`src/rtl/steer_position_ctrl.sv`:
```
// steer_position_ctrl: sole owner of the 3-bit steering position code
module steer_position_ctrl #(
  parameter int TICK_DIV     = 250000,
  parameter int BTN_DB_TICKS = 3,
  parameter int IDLE_TICKS   = 300,
  parameter int STEP_TICKS   = 50,
  parameter int LOCK_TICKS   = 100
) (
  input  logic       clk,
  input  logic       rst_n,
  input  logic       knob_left,
  input  logic       knob_right,
  input  logic       btn,
  input  logic       rem_req,
  input  logic [1:0] rem_dir,
  output logic       rem_ack,
  output logic [2:0] pos,
  output logic       pos_chg,
  output logic       returning
);
  localparam int TW = $clog2(TICK_DIV + 1);
  localparam int IW = $clog2(IDLE_TICKS + 1);
  localparam int SW = $clog2(STEP_TICKS + 1);
  localparam int LW = $clog2(LOCK_TICKS + 1);

  typedef enum logic {R_IDLE, R_WAIT} r_state_t;
  typedef enum logic {C_HOLD, C_RETURN} c_state_t;

  r_state_t                r_state_q;
  c_state_t                c_state_q;
  logic [TW-1:0]           tick_cnt_q;
  logic [BTN_DB_TICKS-1:0] hist_q, hist_d;
  logic [IW-1:0]           idle_q;
  logic [SW-1:0]           step_q;
  logic [LW-1:0]           lock_q;
  logic signed [2:0]       lvl_q, lvl_d, sat_r, sat_l, toward, rem_lvl;
  logic [1:0]              mag;
  logic                    rem_ack_q, pos_chg_q;
  logic                    tick, knob_act, btn_edge, rem_go, act, auto_step;

  always_comb begin
    tick      = tick_cnt_q == TW'(TICK_DIV - 1);
    hist_d    = (hist_q << 1) | BTN_DB_TICKS'(btn);
    btn_edge  = tick && (&hist_d) && !(&hist_q);
    knob_act  = knob_left | knob_right;
    rem_go    = r_state_q == R_IDLE && rem_req && lock_q == '0 && !knob_act && !btn_edge;
    act       = knob_act | btn_edge | rem_go;
    sat_r     = lvl_q == 3'sd3 ? lvl_q : lvl_q + 3'sd1;
    sat_l     = lvl_q == -3'sd3 ? lvl_q : lvl_q - 3'sd1;
    toward    = lvl_q[2] ? lvl_q + 3'sd1 : lvl_q - 3'sd1;
    rem_lvl   = rem_dir == 2'b01 ? sat_r :
                rem_dir == 2'b10 ? sat_l :
                rem_dir == 2'b11 ? 3'sd0 : lvl_q;
    auto_step = c_state_q == C_RETURN && tick && step_q == SW'(STEP_TICKS - 1) && !act;
    lvl_d     = btn_edge               ? 3'sd0 :
                knob_left ^ knob_right ? (knob_right ? sat_r : sat_l) :
                rem_go                 ? rem_lvl :
                auto_step              ? toward : lvl_q;
    mag       = lvl_q[2] ? 2'(-lvl_q) : lvl_q[1:0];
  end

  assign pos       = {lvl_q[2] | (lvl_q == 3'sd0), mag};
  assign rem_ack   = rem_ack_q;
  assign pos_chg   = pos_chg_q;
  assign returning = c_state_q == C_RETURN;

  always_ff @(posedge clk or negedge rst_n) begin
    if (!rst_n) begin
      r_state_q  <= R_IDLE;
      c_state_q  <= C_HOLD;
      tick_cnt_q <= '0;
      hist_q     <= '0;
      idle_q     <= '0;
      step_q     <= '0;
      lock_q     <= '0;
      lvl_q      <= 3'sd0;
      rem_ack_q  <= 1'b0;
      pos_chg_q  <= 1'b0;
    end else begin
      tick_cnt_q <= tick ? '0 : tick_cnt_q + 1'b1;
      if (tick)
        hist_q <= hist_d;
      lock_q     <= knob_act ? LW'(LOCK_TICKS) :
                    (tick && lock_q != '0) ? lock_q - 1'b1 : lock_q;
      lvl_q      <= lvl_d;
      pos_chg_q  <= lvl_d != lvl_q;
      rem_ack_q  <= rem_go;
      r_state_q  <= rem_go ? R_WAIT :
                    (r_state_q == R_WAIT && !rem_req) ? R_IDLE : r_state_q;
      case (c_state_q)
        C_HOLD: begin
          if (act)
            idle_q <= '0;
          else if (idle_q == IW'(IDLE_TICKS) && lvl_q != 3'sd0) begin
            c_state_q <= C_RETURN;
            step_q    <= '0;
          end else if (tick && idle_q != IW'(IDLE_TICKS))
            idle_q <= idle_q + 1'b1;
        end
        C_RETURN: begin
          if (act) begin
            c_state_q <= C_HOLD;
            idle_q    <= '0;
          end else if (tick) begin
            if (step_q == SW'(STEP_TICKS - 1)) begin
              step_q <= '0;
              if (toward == 3'sd0) begin
                c_state_q <= C_HOLD;
                idle_q    <= '0;
              end
            end else
              step_q <= step_q + 1'b1;
          end
        end
        default: c_state_q <= C_HOLD;
      endcase
    end
  end
endmodule
```
`config.mk`:
```
export PLATFORM = sky130hd
export DESIGN_NAME = steer_position_ctrl
export DESIGN_NICKNAME = d
export VERILOG_FILES = /design/src/rtl/steer_position_ctrl.sv
export SDC_FILE = /design/constraint.sdc
export NUM_CORES = 1
export LEC_CHECK = 0
export BUFFER_PORTS_ARGS = -buffer_cell sky130_fd_sc_hd__buf_4
export CAP_MARGIN = 40
export CORE_MARGIN = 5
export CORE_UTILIZATION = 35
export DETAILED_ROUTE_END_ITERATION = 6
export GPL_TIMING_DRIVEN = 0
export PLACE_DENSITY_LB_ADDON = 0.08
export SLEW_MARGIN = 0
export SYNTH_ARGS = -nofsm -noshare
export SYNTH_HDL_FRONTEND = slang
export SYNTH_SLANG_ARGS = --single-unit
```
`constraint.sdc`:
```
create_clock -name clk -period 4.9 [get_ports clk]
set_input_delay 0.245 -clock clk [delete_from_list [all_inputs] [get_ports clk]]
set_output_delay 0.245 -clock clk [all_outputs]
set_load 0.03 [all_outputs]
```
==> results of run 1 <==
==> final timing paths <==
kind	startpoint	end	slack, ns
worst max-delay path	lvl_q[2]$_DFF_PN0_	idle_q[3]$_DFFE_PN0P_	1.64
worst min-delay path	rem_req	r_state_q$_DFFE_PN0P_	0.15
worst max register to register	lvl_q[2]$_DFF_PN0_	idle_q[3]$_DFFE_PN0P_	1.64
worst min register to register	tick_cnt_q[0]$_DFF_PN0_	tick_cnt_q[0]$_DFF_PN0_	0.46
max in group asynchronous	rst_n	idle_q[0]$_DFFE_PN0P_	3.95
min in group asynchronous	rst_n	lvl_q[2]$_DFF_PN0_	0.49
==> worst max-delay path, stage by stage (launching register included) <==
cell,delay [ns]
dfrtp_1,0.33
clkbuf_1,0.26
clkbuf_1,0.39
inv_1,0.16
ha_1,0.39
nor3b_1,0.20
o2111ai_1,0.19
a211oi_1,0.41
o22ai_2,0.20
buf_2,0.26
nor3_1,0.20
a21oi_1,0.05
o21ai_0,0.14
==> cell families (layout without fill, tap and decap cells) <==
logic type,Yosys count,after routing,share of synthesized area (%)
AND/OR/NAND/NOR,166,166,29.87
AO/OA/AOI/OAI,60,60,12.52
flip-flops,50,50,39.87
buffers and inverters,28,47,3.828
XOR/XNOR,24,24,6.699
adder cells (fa/ha/maj),13,13,5.184
multiplexers,6,6,2.033
==> sequential cells by signal, indices dropped and copies added (netlist names), 3 cells and up <==
signal	count
lvl_q	3
lock_q	7
hist_q	3
tick_cnt_q	18
idle_q	9
step_q	6
==> through the flow <==
step | std cells | cell area [µm²] | hold WS (ns) | total power, µW
2_1_floorplan | 347 | 3138 | -0.05059 | 742.9
3_3_place_gp | 466 | 3356 | 0.3359 | 858.2
3_5_place_dp | 466 | 3356 | 0.3332 | 860.0
4_1_cts | 474 | 3448 | 0.1470 | 1107
5_1_grt | 474 | 3448 | 0.1440 | 1175
6_report | 474 | 3448 | 0.1536 | 1090
==> routing by layer <==
| metal | up-vias | part of all wire, % |
|---|---|---|
| li1 | 1264 | - |
| met1 | 1180 | 50 |
| met2 | 19 | 46 |
| met3 | 6 | 2.8 |
| met4 | 0 | 1.1 |
| met5 | - | 0 |
==> power breakdown <==
group          leakage [µW]  switching, µW  internal, µW
clock network     0.0000444            143          99.1
logic              0.000753            238           155
registers          0.000645           24.3           431
==> final cells by class <==
type	instances	area, µm²	share of cell area [%]
Buffer	12	60.06	1.742
Clock buffer	5	68.82	1.996
Clock inverter	2	13.76	0.3991
Inverter	16	60.06	1.742
Multi-Input combinational cell	269	1767	51.23
Sequential cell	50	1251	36.28
Tap cell	108	135.1	3.919
Timing Repair Buffer	12	92.59	2.685
==> cells in the final DEF, fill, tap and decap left out, types with 3 or more instances in the layout <==
cell type / count
dfrtp_1: 50
nand2_1: 35
nor2_1: 27
nand3_1: 20
o21ai_0: 18
inv_1: 16
xnor2_1: 14
nor3_1: 13
ha_1: 13
buf_4: 12
a21oi_1: 11
xor2_1: 10
clkbuf_1: 7
and3_1: 7
nand2b_1: 7
or3_1: 7
nor2b_1: 6
nor3b_1: 5
and2_1: 5
nand4_1: 5
clkbuf_8: 5
a21o_1: 4
or2_2: 4
a211oi_1: 4
nor4_2: 3
and4bb_2: 3
nand4b_1: 3
buf_2: 3
o22ai_1: 3
mux2i_1: 3
o211ai_1: 3
mux2_2: 3
==> results_dict.tcl, run 1 <==
set metrics [dict create \
    critPathCaptureType "flip-flop" \
    htreeDepth 2 \
    yosys_warnings 0 \
    synth_top_cell_area_share_pct 39.87 \
    synthTopCellsByCount "dfrtp_1, nand2_1, nor2_1" \
    rsz0062_at_grt "false" \
    drtIter0Drc 98 \
    synth_ff_type "dfrtp_1" \
    grt_use_met1_pct 18.27 \
    p_leak_uw 0.001443 \
    wire_per_inst_um 14.29 \
    slew_headroom_pct 48.02 \
    grt_max_degree 51 \
    dr.pass1.iters 4 \
    diodes 0 \
    ff2ff_path_depth 12 \
    arrival_ns 3.48 \
    syn_inst 347 \
    async_flop_share_pct 100.0 \
    worst_pin_slew_ns 0.7715 \
    place_ws_ns 1.641 \
    hold_class "in2reg" \
    yosysMostFrequentCell "dfrtp_1" \
    n_fill_cell 886 \
    nets 387 \
    synth-seq-cells 50 \
    cts_buffers 5 \
    die_x_um 104.7 \
    netlist_area_um2 3138 \
    ys_seq_area_share_pct 39.87 \
    syn_area_per_cell_um2 9.043 \
    grtUsageMet2_pct 19.91 \
    ir_drop_mv 0.1297 \
    required_ns 5.12 \
    clock_skew_ns 0.007633 \
    areaGrowthSynthToFinish_pct 9.888 \
    insertion_delay_ns 0.30 \
    finalSetupViolCount 0 \
    clk_pin_slew_ns 0.10 \
    route.vias.total 2469 \
    power_density_nw_per_um2 316.1 \
    path_class "reg2reg" \
    fin_crit_sh_pct 66.56 \
    setup_ws_ns 1.639 \
    synth_fp_nets 368 \
    dp_hpwl_mm 4.965 \
    synth_edf_count 0 \
    max_cap_viol_count 0 \
    fmax_mhz 306.6 \
    vias_per_cell 5.209 \
    fin_util_pct 39.54 \
    antenna_found_initial 0 \
    routed_wl_mm 6.773 \
    setup_tns_ns 0 \
    ys_types 57 \
    cp_max_fo 10 \
    overflow 0 \
    grtUsageMet3_pct 2.466 \
    grt_pass1_vias 2474 \
    cts_resized 0 \
    tritoncts "built" \
    portBuffers 11 \
    slew_violations 0 \
    cp-start-kind "flip-flop" \
    io_pins 14 \
    clockRootBuffer "clkbuf_8" \
    drive_above_1_share_pct 11.75 \
    top_usage_layer "met2" \
    period_needed_ns 3.261 \
    place_congestion 0.7521 \
    drc 0 \
    die_area_um2 10960 \
    clock_sinks 50 \
    post_cts_buffers 0 \
    yosysTopAreaCell "dfrtp_1" \
    clock_path_buffers 2 \
    status "completed" \
    num_rows 34 \
    grt_pass1_wl_mm 11.76 \
    hold_violations 0 \
    initial_core_util_pct 35.98 \
    track_usage_pct 12.75 \
    core_um2 8721 \
    ys_top_cells_by_area "dfrtp_1, ha_1, nand2_1" \
    ant_nets 0 \
    min_path_cells 2 \
    fp.dieH_um 104.7 \
    cts_hold_buf 1 \
]
No activity file was read; power rests on OpenSTA's default activity.
==> run 2, diff against run 1 <==
ABC_AREA = 1   (was unset)
clock period = 2.6 ns   (was 4.9 ns; I/O delays follow)
==> run 2 against run 1 <==
  * Core utilization rose by 0.57 points
  * Sequential share of layout area shrank 2.3 points
  * Register-to-register slack got worse by 1.4 ns
  * Sequential power increased by 88%
  * Synthesized area increased by 4.9%
  * Global-route usage is 0.39 points higher
==> results_dict.tcl, run 2 <==
set metrics [dict create \
    status "completed" \
    areaGrowthSynthToFinish_pct 12.01 \
    ys_types 41 \
    p_int_uw 1488 \
    wire_per_inst_um 12.04 \
    slew_violations 0 \
    place_congestion 0.8088 \
    yosys_warnings 0 \
    ys_top_cells_by_area "dfrtp_1, nand2_1, inv_1" \
    yosysTopAreaCell "dfrtp_1" \
    max_cap_viol_count 0 \
    fin_util_pct 40.11 \
    power.total_uw 2297 \
    rsz0062_at_grt "false" \
    routed_wl_mm 6.805 \
    critical_path.top_delay_family "simple AND/OR/NAND/NOR gates" \
    power_switching_uw 808.2 \
    nets 474 \
    ys_seq_area_share_pct 37.99 \
    setup_tns_ns 0 \
    route.vias.total 2666 \
    ant_nets 0 \
    synth-seq-cells 50 \
    grt_pass1_wl_mm 12.32 \
    largest_reg_flops 18 \
    clock_skew_ns 0.006040 \
    drive_above_1_share_pct 15.42 \
    period_needed_ns 2.354 \
    synth_edf_count 0 \
    tritoncts "built" \
    antenna_found_initial 0 \
    cp_max_fo 10 \
    clk_pin_slew_ns 0.09 \
    clockRootBuffer "clkbuf_8" \
    vias_per_cell 4.719 \
    arrival_ns 2.56 \
    cp_slowest_stage_delay_ns 0.48 \
    synth_fp_nets 453 \
    dp_hpwl_mm 5.150 \
    htreeDepth 2 \
    final_common_cell "nand2_1" \
    worst_pin_slew_ns 0.6622 \
    clock_sinks 50 \
    required_ns 2.80 \
    fp.dieH_um 107 \
    critPathSlowestCell "dfrtp_2" \
    grt_max_degree 51 \
    p_comb_share_pct 33.1 \
    fin_crit_sh_pct 90.55 \
    p_clk_share_pct 29.6 \
    insertion_delay_ns 0.30 \
    layout_common_cells "nand2_1, inv_1, dfrtp_1" \
    drtIter0Drc 76 \
    hold_violations 0 \
    overflow 0 \
    finalSetupViolCount 0 \
    fmax_mhz 424.7 \
    n_fill_cell 960 \
    async_flop_share_pct 100.0 \
    hold_class "in2reg" \
    synthTopCellsByCount "nand2_1, inv_1, dfrtp_1" \
    diodes 0 \
    yosysMostFrequentCell "nand2_1" \
    syn_area_per_cell_um2 7.623 \
    num_rows 35 \
    cp.buffers_inverters 4 \
    die_x_um 107 \
    p_sw_share_pct 35.19 \
    p_leak_uw 0.001842 \
    top_regs "tick_cnt_q: 18 flops, idle_q: 9 flops, lock_q: 7 flops" \
    cts_buffers 5 \
    synth_top_cell_area_share_pct 37.99 \
    cp-start-kind "flip-flop" \
    clock_path_buffers 2 \
    core_um2 9196 \
    io_pins 14 \
    dr.pass1.iters 4 \
    multi_input_comb_area_um2 1713 \
    seq_power_share_pct 37.3 \
    drc 0 \
    critical_path.most_common_cell "inv_1" \
    portBuffers 13 \
    slew_headroom_pct 55.85 \
    power_density_nw_per_um2 622.6 \
    initial_core_util_pct 35.81 \
    track_usage_pct 13.13 \
    regMostFlops "tick_cnt_q" \
    synth_ff_type "dfrtp_1" \
    netlist_area_um2 3293 \
    critPathCaptureType "flip-flop" \
    cp_cell_sequence "inv_1, ha_1, inv_1, ha_1, inv_1, o21ai_1, nor3_2, a31oi_4, nor3_2, nor2_4, buf_6, nand2_1, nand2_1" \
    grt_pass1_vias 2610 \
    path_class "reg2reg" \
    register_area_um2 1252 \
    ir_drop_mv 0.3626 \
    syn_inst 432 \
    die_area_um2 11450 \
]
==> run 2: changes by cell type after synthesis, sizes merged, moves of 6 or more <==
cell / change
a21oi: +8
xnor2: -13
and3: -6
nand2: +58
nand3: +10
or3: -7
nor2: +24
nand2b: -7
o21ai: +20
nor2b: -6
inv: +61
clkbuf: -6
==> run 2: power by group through the flow <==
stage	Combinational, µW	Sequential (µW)	Clock, µW
after CTS	759	856	709
final	759	857	681
after detailed placement	753	871	0
after global placement	758	872	0
after global routing	880	867	736
after floorplan	530	875	0
==> run 2: logic make-up after synthesis <==
logic type	share of synthesized area, %
fa+ha+maj	4.939
simple gates	31.91
xor+xnor	3.191
flops	37.99
compound gates	11.82
buf+inv	10.14
==> run 2: final timing paths <==
| check | from | end | slack, ns | cells after the start |
|---|---|---|---|---|
| max | lvl_q[0]$_DFF_PN0_ | idle_q[8]$_DFFE_PN0P_ | 0.25 | 13 |
| max reg2reg | lvl_q[0]$_DFF_PN0_ | idle_q[8]$_DFFE_PN0P_ | 0.25 | 13 |
| min in group asynchronous | rst_n | tick_cnt_q[11]$_DFF_PN0_ | 0.40 | 2 |
| max in group asynchronous | rst_n | lvl_q[0]$_DFF_PN0_ | 1.73 | 2 |
| min reg2reg | tick_cnt_q[0]$_DFF_PN0_ | tick_cnt_q[0]$_DFF_PN0_ | 0.46 | 1 |
| min | rem_req | r_state_q$_DFFE_PN0P_ | 0.05 | 3 |
==> run 2: layout make-up <==
| type | instances | share of cell area [%] |
|---|---|---|
| inverters | 77 | 7.836 |
| plain buffers | 5 | 1.221 |
| multi-input cells | 300 | 46.44 |
| clock inverters | 2 | 1.628 |
| repair buffers | 14 | 2.917 |
| clock buffers | 6 | 2.239 |
| flip-flops and latches | 50 | 33.96 |
| well taps | 111 | 3.765 |
==> run 2: layer usage <==
layer | share of wire (%) | global-route usage (%) | up-vias
met5 | 0 | 0 | -
met4 | 0.73 | 3.014 | 0
met3 | 2.9 | 2.348 | 4
met2 | 46 | 21.27 | 29
met1 | 51 | 18.26 | 1206
li1 | - | - | 1427
==> run 2: repair_timing <==
action                     CTS  global route
hold endpoints to repair    50             0
gates resized for setup      0             2
hold buffers                 1             0
setup endpoints to repair    0             9
buffers inserted             0             0
==> run 2: worst register-to-register path, delay by kind of cell, from the launching register on <==
family / cells / cell delay, ns
buf+inv: 4 / 0.47
flops: 1 / 0.48
fa+ha+maj: 2 / 0.46
simple gates: 5 / 0.61
compound gates: 2 / 0.22
==> run 2: metrics by stage <==
step	setup WS, ns	area, µm²	cells	hold slack, ns
finish	0.2456	3689	565	0.04912
detailed placement	0.07299	3530	556	0.2263
global placement	0.06389	3530	556	0.2209
global route	0.04628	3689	565	0.06254
CTS	0.05392	3682	565	0.04301
floorplan	0.4124	3293	432	-0.1656
==> run 3, diff against run 2 <==
CORE_UTILIZATION = 56   (was 35)
==> run 3 against run 2 <==
  * Sequential share of layout area up 0.62 points
  * Die area shrank 34%
  * Wire length decreased by 7.5%
  * Register-to-register slack hardly changed
  * Via count up 2.4%
  * Critical path depth is the same
  * Core utilization increased by 22 points
  * Worst setup slack lost 0.015 ns
  * Final cell count shrank 6.4%
  * Sequential power about the same
==> results_dict.tcl, run 3 (same netlist as run 2, synthesis figures left out) <==
set metrics [dict create \
    status "completed" \
    slew_violations 0 \
    nets 474 \
    core_um2 5816 \
    dr.pass1.iters 4 \
    largest_reg_flops 18 \
    insertion_delay_ns 0.31 \
    dp_hpwl_mm 4.781 \
    n_fill_cell 531 \
    overflow 0 \
    htreeDepth 2 \
    grt_pass1_wl_mm 11.38 \
    clock_skew_ns 0.01202 \
    min_path_cells 3 \
    layout_common_cells "nand2_1, inv_1, dfrtp_1" \
    clock_sinks 50 \
    wire_per_inst_um 11.90 \
    top_regs "tick_cnt_q: 18 flops, idle_q: 9 flops, lock_q: 7 flops" \
    hold_violations 0 \
    hold_class "in2reg" \
    grt_pass1_vias 2582 \
    grtUsageMet3_pct 2.852 \
    setup_tns_ns 0 \
    fin_crit_sh_pct 91.13 \
    max_cap_viol_count 0 \
    fmax_mhz 422.1 \
    cp_max_fo 10 \
    routed_wl_mm 6.295 \
    antenna_found_initial 0 \
    track_usage_pct 18.75 \
    grt_use_met1_pct 25.74 \
    arrival_ns 2.62 \
    drtIter0Drc 140 \
    power_density_nw_per_um2 608.0 \
    ant_nets 0 \
    ff2ff_path_depth 13 \
    period_needed_ns 2.369 \
    drive_above_1_share_pct 15.42 \
    fp.dieH_um 86.69 \
    multi_input_comb_area_um2 1713 \
    die_area_um2 7514 \
    initial_core_util_pct 56.63 \
    areaGrowthSynthToFinish_pct 9.992 \
    place_congestion 0.9393 \
    vias_per_cell 5.161 \
    tritoncts "built" \
    clk_pin_slew_ns 0.10 \
    io_pins 14 \
    cp-start-kind "flip-flop" \
    grt_max_degree 51 \
    clock_path_buffers 2 \
    portBuffers 13 \
    clockRootBuffer "clkbuf_8" \
    required_ns 2.85 \
    fin_util_pct 62.28 \
    critPathCaptureType "flip-flop" \
    rsz0062_at_grt "false" \
    route.vias.total 2730 \
    register_area_um2 1252 \
    p_leak_uw 0.001832 \
    slew_headroom_pct 58.00 \
    regMostFlops "tick_cnt_q" \
    drc 0 \
    top_usage_layer "met2" \
    finalSetupViolCount 0 \
    grtUsageMet2_pct 30.74 \
    cts_buffers 5 \
    final_common_cell "nand2_1" \
    die_x_um 86.69 \
    num_rows 28 \
    path_class "reg2reg" \
    diodes 0 \
    ir_drop_mv 0.5952 \
    worst_pin_slew_ns 0.6301 \
]
-- run 3: area by class of cell --
| type | count | share of cell area [%] |
|---|---|---|
| tap | 75 | 2.591 |
| buffer | 5 | 1.244 |
| clock inverter | 2 | 1.071 |
| inverter | 77 | 7.979 |
| timing repair buffer | 14 | 2.971 |
| clock buffer | 6 | 2.280 |
| sequential | 50 | 34.58 |
| multi-input combinational | 300 | 47.29 |
-- run 3: per-stage QoR --
step                      setup WS (ns)  cells  area, µm²  total power [µW]  hold slack, ns
after global placement           0.1296    520       3485              1609          0.1957
after detailed placement         0.1023    520       3485              1617          0.2017
after floorplan                  0.4124    432       3293              1405         -0.1656
after CTS                       0.09252    529       3616              2208         0.02786
final                            0.2306    529       3622              2202         0.04090
after global routing            0.03742    529       3622              2343         0.04166
-- run 3: final timing paths --
check,to,slack (ns),start
setup / recovery,idle_q[8]$_DFFE_PN0P_,0.23,lvl_q[0]$_DFF_PN0_
hold / removal,r_state_q$_DFFE_PN0P_,0.04,rem_req
setup reg to reg,idle_q[8]$_DFFE_PN0P_,0.23,lvl_q[0]$_DFF_PN0_
hold reg to reg,tick_cnt_q[0]$_DFF_PN0_,0.47,tick_cnt_q[0]$_DFF_PN0_
max in group asynchronous,lvl_q[0]$_DFF_PN0_,1.75,rst_n
min in group asynchronous,tick_cnt_q[9]$_DFF_PN0_,0.38,rst_n
-- run 3: report_power, final --
part           switching, µW  leakage (µW)  internal, µW
sequential              42.5      0.000630           813
combinational            493       0.00114           265
clock                    272     0.0000618           317
total                    808       0.00183          1390
-- run 3: metal layers --
| layer | share of wire (%) | up-vias | wire length (µm) |
|---|---|---|---|
| met5 | 0 | - | 0 |
| met4 | 1.2 | 0 | 73 |
| met3 | 2.8 | 5 | 175 |
| met2 | 47 | 40 | 2954 |
| met1 | 49 | 1257 | 3092 |
| li1 | - | 1428 | - |
-- run 3: what timing repair did --
action | CTS | global route
setup endpoints to repair | 0 | 9
gates resized for setup | 0 | 2
endpoints found under the hold margin | 50 | 0
hold buffers | 1 | 0
setup buffers | 0 | 0
-- run 3: critical path, stage by stage, from the launching register on --
cell	delay [ns]
dfrtp_2	0.48
inv_1	0.20
ha_1	0.20
inv_1	0.05
ha_1	0.27
inv_1	0.05
o21ai_1	0.21
nor3_2	0.08
a31oi_4	0.23
nor3_2	0.08
nor2_4	0.17
buf_6	0.18
nand2_1	0.06
nand2_1	0.06
